$ cat config.mk
export PLATFORM = sky130hd
export DESIGN_NAME = spad_arb
export DESIGN_NICKNAME = d
export VERILOG_FILES = /design/src/rtl/spad_arb.sv
export SDC_FILE = /design/constraint.sdc
export NUM_CORES = 1
export LEC_CHECK = 0
export ABC_AREA = 1
export CAP_MARGIN = 0
export CELL_PAD_IN_SITES_DETAIL_PLACEMENT = 1
export CELL_PAD_IN_SITES_GLOBAL_PLACEMENT = 1
export CORE_AREA = 2 2 677 679
export CTS_BUF_LIST = sky130_fd_sc_hd__clkbuf_8 sky130_fd_sc_hd__clkbuf_16
export DETAILED_ROUTE_END_ITERATION = 8
export DIE_AREA = 0 0 679 681
export GPL_TIMING_DRIVEN = 0
export PLACE_DENSITY = 0.3
export SLEW_MARGIN = 10
export SYNTH_ARGS = -nofsm -noshare
export SYNTH_HDL_FRONTEND = slang
export SYNTH_SLANG_ARGS = --single-unit
$ cat constraint.sdc
create_clock -name clk -period 2.9 [get_ports clk]
set_input_delay 0.435 -clock clk [delete_from_list [all_inputs] [get_ports clk]]
set_output_delay 0.435 -clock clk [all_outputs]
set_load 0.02 [all_outputs]
$ cat src/rtl/spad_arb.sv
// spad_arb: shares one spad read channel and one spad write channel between
// master 0 (systolic array) and master 1 (DMA). Reads and writes each have an
// independent two-way round-robin arbiter. Every accepted read pushes the
// issuing master ID into an in-order tag FIFO so the response can be routed
// back to its owner. All request/response paths are combinational.
`timescale 1ns/1ps
module spad_arb #(
  parameter int unsigned ADDR_W  = 32,
  parameter int unsigned RDATA_W = 256,
  parameter int unsigned WDATA_W = 256,
  parameter int unsigned OUTST   = 4
) (
  input  logic                     clk,
  input  logic                     rst_n,
  // master 0 read address / read data
  input  logic                     m0_ar_valid_i,
  output logic                     m0_ar_ready_o,
  input  logic [ADDR_W-1:0]        m0_ar_addr_i,
  output logic                     m0_r_valid_o,
  input  logic                     m0_r_ready_i,
  output logic [RDATA_W-1:0]       m0_r_data_o,
  // master 1 read address / read data
  input  logic                     m1_ar_valid_i,
  output logic                     m1_ar_ready_o,
  input  logic [ADDR_W-1:0]        m1_ar_addr_i,
  output logic                     m1_r_valid_o,
  input  logic                     m1_r_ready_i,
  output logic [RDATA_W-1:0]       m1_r_data_o,
  // master write channels (address and data together)
  input  logic                     m0_aw_valid_i,
  output logic                     m0_aw_ready_o,
  input  logic [ADDR_W-1:0]        m0_aw_addr_i,
  input  logic [WDATA_W-1:0]       m0_aw_data_i,
  input  logic                     m1_aw_valid_i,
  output logic                     m1_aw_ready_o,
  input  logic [ADDR_W-1:0]        m1_aw_addr_i,
  input  logic [WDATA_W-1:0]       m1_aw_data_i,
  // spad side
  output logic                     s_ar_valid_o,
  input  logic                     s_ar_ready_i,
  output logic [ADDR_W-1:0]        s_ar_addr_o,
  input  logic                     s_r_valid_i,
  output logic                     s_r_ready_o,
  input  logic [RDATA_W-1:0]       s_r_data_i,
  output logic                     s_aw_valid_o,
  input  logic                     s_aw_ready_i,
  output logic [ADDR_W-1:0]        s_aw_addr_o,
  output logic [WDATA_W-1:0]       s_aw_data_o,
  // status
  output logic [$clog2(OUTST):0]   outst_cnt_o,
  output logic                     err_o
);

  localparam int unsigned IDX_W = $clog2(OUTST);
  localparam int unsigned PTR_W = IDX_W + 1;

  // registered state
  logic [PTR_W-1:0] wr_ptr_q, wr_ptr_d;
  logic [PTR_W-1:0] rd_ptr_q, rd_ptr_d;
  logic [OUTST-1:0] tag_q, tag_d;
  logic             rd_pri_q, rd_pri_d;
  logic             wr_pri_q, wr_pri_d;
  logic             err_q, err_d;

  // combinational helpers
  logic [PTR_W-1:0] occ;
  logic             full;
  logic             empty;
  logic [IDX_W-1:0] wr_idx;
  logic [IDX_W-1:0] rd_idx;
  logic             hd;
  logic             rd_both;
  logic             rd_win;
  logic             rd_push;
  logic             rd_pop;
  logic             wr_both;
  logic             wr_win;
  logic             wr_hs;

  // FIFO occupancy from the extra-bit pointers
  always_comb begin
    occ    = wr_ptr_q - rd_ptr_q;
    full   = (occ == PTR_W'(OUTST));
    empty  = (occ == '0);
    wr_idx = wr_ptr_q[IDX_W-1:0];
    rd_idx = rd_ptr_q[IDX_W-1:0];
    hd     = tag_q[rd_idx];
  end

  // Read arbitration: pointer breaks ties, a lone requester always wins
  always_comb begin
    rd_both       = m0_ar_valid_i & m1_ar_valid_i;
    rd_win        = rd_both ? rd_pri_q : m1_ar_valid_i;
    s_ar_valid_o  = (m0_ar_valid_i | m1_ar_valid_i) & ~full;
    s_ar_addr_o   = rd_win ? m1_ar_addr_i : m0_ar_addr_i;
    m0_ar_ready_o = m0_ar_valid_i & ~rd_win & s_ar_ready_i & ~full;
    m1_ar_ready_o = m1_ar_valid_i &  rd_win & s_ar_ready_i & ~full;
    rd_push       = s_ar_valid_o & s_ar_ready_i;
  end

  // Write arbitration: same scheme, no tag tracking
  always_comb begin
    wr_both       = m0_aw_valid_i & m1_aw_valid_i;
    wr_win        = wr_both ? wr_pri_q : m1_aw_valid_i;
    s_aw_valid_o  = m0_aw_valid_i | m1_aw_valid_i;
    s_aw_addr_o   = wr_win ? m1_aw_addr_i : m0_aw_addr_i;
    s_aw_data_o   = wr_win ? m1_aw_data_i : m0_aw_data_i;
    m0_aw_ready_o = m0_aw_valid_i & ~wr_win & s_aw_ready_i;
    m1_aw_ready_o = m1_aw_valid_i &  wr_win & s_aw_ready_i;
    wr_hs         = s_aw_valid_o & s_aw_ready_i;
  end

  // Response routing to the master named by the FIFO head; untagged responses stall
  always_comb begin
    m0_r_valid_o = s_r_valid_i & ~empty & ~hd;
    m1_r_valid_o = s_r_valid_i & ~empty &  hd;
    m0_r_data_o  = s_r_data_i;
    m1_r_data_o  = s_r_data_i;
    s_r_ready_o  = ~empty & (hd ? m1_r_ready_i : m0_r_ready_i);
    rd_pop       = s_r_valid_i & s_r_ready_o;
  end

  // Next-state: tag push/pop, round-robin pointer updates, sticky error
  always_comb begin
    wr_ptr_d = wr_ptr_q;
    rd_ptr_d = rd_ptr_q;
    tag_d    = tag_q;
    rd_pri_d = rd_pri_q;
    wr_pri_d = wr_pri_q;
    err_d    = err_q;
    if (rd_push) begin
      tag_d[wr_idx] = rd_win;
      wr_ptr_d      = wr_ptr_q + PTR_W'(1);
      if (rd_both) begin
        rd_pri_d = ~rd_win;
      end
    end
    if (rd_pop) begin
      rd_ptr_d = rd_ptr_q + PTR_W'(1);
    end
    if (wr_hs && wr_both) begin
      wr_pri_d = ~wr_win;
    end
    if (s_r_valid_i && empty) begin
      err_d = 1'b1;
    end
  end

  // State registers with synchronous active-low reset
  always_ff @(posedge clk) begin
    if (!rst_n) begin
      wr_ptr_q <= '0;
      rd_ptr_q <= '0;
      tag_q    <= '0;
      rd_pri_q <= 1'b0;
      wr_pri_q <= 1'b0;
      err_q    <= 1'b0;
    end else begin
      wr_ptr_q <= wr_ptr_d;
      rd_ptr_q <= rd_ptr_d;
      tag_q    <= tag_d;
      rd_pri_q <= rd_pri_d;
      wr_pri_q <= wr_pri_d;
      err_q    <= err_d;
    end
  end

  assign outst_cnt_o = occ;
  assign err_o       = err_q;

endmodule

==> results.toml <==
[synth]
seq_area_frac_synth_pct = 3.000
synth_ff_type = "dfxtp_1"
synth_top_area_cell = "buf_4"
post-synth-top-count-cell = "nand2_1"
synth-edff-count = 0
syn_nets = 2598
yosys_warnings = 0
yosys.cell_types.count = 22
ys_top_cells_by_area = "buf_4 45%, nand2_1 43%, buf_2 3.2%"
ys_ff_latch = 13
syn_inst = 1684
async_reset_ff_share_pct = 0
postSynthAreaPerCell_sq_um = 5.151
syn_area_sq_um = 8675
yosys.area.top_type_share_pct = 44.74
synth_common_cells = "999 x nand2_1, 517 x buf_4, 55 x buf_2"

[finish]
final_util_pct = 6.932
fillers = 54630
fin_nets = 4109
area_growth_pct = 263.5
layout-drive-gt1-share_pct = 29.24
fin_cells = 9275

[grt]
gr-usage-met1_pct = 13.16
grt_util_met2_pct = 23.41
grt_pass1_wl_mm = 368.1
grt_busiest_layer = "met2"
antenna_found_initial = 218
grt.met3_usage_pct = 10.68
groute.usage.overall_pct = 13.62
overflow = 0
grt_pass1_vias = 18020
grt_start_max_net_pins = 11

[min_path]
hold_class = "reg2reg"

[floorplan]
dieArea_sq_um = 462400
fp.coreArea_sq_um = 454900
start_util_pct = 1.907
num_rows = 248
die_h_um = 681
io_pins = 1752
die_w_um = 679

[run]
maxCapViolations = 0

[pwr]
p_leak_nw = 12.44
peakVddDrop_uv = 224.3
p_per_area_nw_per_um2 = 257.1
combPwrFrac_pct = 93.3
p_seq_share_pct = 3.2
power.total_mw = 8.109
p_int_mw = 3.251
switching_power_mw = 4.858
clkPwrFrac_pct = 3.5
switching_share_pct = 59.91

[timing]
timing.fmax_ghz = 0.3508
period_share_pct = 98.31
slew_headroom_pct = 33.35
finalClockSkew_ps = 6.217
hold_viol_final = 0
setup_tns_ps = 0
setup_violations = 0
post-route-min-period_ps = 2851
worst_pin_slew_ps = 996.6
rsz0062_at_grt = "true"
slew_violations = 0

[detailed_routing]
vias = 17390
drc = 0
drt_iter0_drc = 932
dr.pass1.iters = 5
wl_mm = 329.2
via_per_inst = 1.875
drtAntennaViolNets = 0
wl_per_cell_um = 35.50

[place]
dp_hpwl_mm = 318.0
gp_congestion = 0.9218
dp.cells = 9177
portBuffers = 1493

[clock_network]
clock_sinks = 13
root_buffer = "clkbuf_16"
numCtsBuffers = 3
clock_latency_ps = 250
clk_path_buf_depth = 2
h-tree-depth = 1
clkTransAtPathRegs_ps = 50
cts_tree = "done"

[setup_path]
cp-start-kind = "input port"
crit_path_max_fanout = 10
critPathRequiredTime_ps = 2470
end_kind = "primary output"
cp.arrival_ps = 2420
path_class = "in2out"

[outcome]
outcome = "finished, final reports clean"
repair_timing:
action                     in CTS  in global routing
buffers inserted               12                  0
hold buffers                    0                  0
gates resized for setup      1356                140
setup endpoints to repair     329                105
cloned                          2                  0
pin swaps                       1                  0
layout by cell type (no fill, tap or decap), drive strengths merged, types with 13 or more instances in the layout:
master,count
clkdlybuf4s50,1165
nand2,1000
buf,742
clkdlybuf4s15,91
diode,81
clkbuf,50
dlygate4sd2,41
inv,30
nor2,17
dfxtp,13
critical path: stages:
cell and delay [ps]:
clkdlybuf4s50_1 530, inv_1 70, a21oi_2 190, buf_6 150, buf_12 130, buf_2 260
nand2_1 80, nand2_1 80, clkdlybuf4s15_2 440
metal layers:
| metal | up-vias | part of all wire, % |
|---|---|---|
| li1 | 7635 | - |
| met1 | 7946 | 33 |
| met2 | 1195 | 47 |
| met3 | 423 | 17 |
| met4 | 190 | 2.0 |
| met5 | - | 0.40 |
flip-flops by register name (all words and copies together) (netlist names):
name / flops
err_o: 1
rd_pri_q: 1
rd_ptr_q: 3
tag_q: 4
wr_pri_q: 1
wr_ptr_q: 3
final timing paths:
check / start / endpoint / slack [ps] / depth (start not counted)
setup reg to reg: wr_ptr_q[0] / wr_ptr_q[0] / 880 / 11
hold / removal: err_o / err_o / 460 / 2
setup / recovery: m1_ar_valid_i / s_ar_addr_o[9] / 50 / 9
hold reg to reg: err_o / err_o / 460 / 2
power by group through the flow:
stage                     clock [mW]  sequential, mW  combinational, mW
after global routing           0.311           0.268               8.12
after global placement             0           0.265               7.93
after floorplan                    0           0.255               2.54
final                          0.282           0.258               7.57
after CTS                      0.300           0.259               7.93
after detailed placement           0           0.261               7.90
metrics by stage:
step	setup WS [ps]	hold slack (ps)	cell area [sq um]
floorplan	599.0	462.4	8675
global placement	-2232	451.7	31130
detailed placement	-2247	451.1	31110
CTS	0.3708	461.6	31490
global route	-3.758	496.3	31350
finish	49.15	455.1	31530
logic make-up after synthesis:
group	share of synthesized area, %
AND/OR/NAND/NOR	45.49
flip-flops	3.000
adder cells (fa/ha/maj)	1.096
buffers and inverters	49.82
AO/OA/AOI/OAI	0.5914
area by class of cell:
type	count	area (sq um)	area share (%)
diodes	81	202.7	0.6428
plain buffers	584	4478	14.20
clock buffers	3	75.07	0.2381
clock inverters	1	5.005	0.01587
inverters	31	132.6	0.4206
multi-input cells	1055	4272	13.55
flip-flops and latches	13	262.8	0.8332
well taps	6000	7507	23.81
repair buffers	1507	14600	46.30
(Power assumes the default switching activity.)
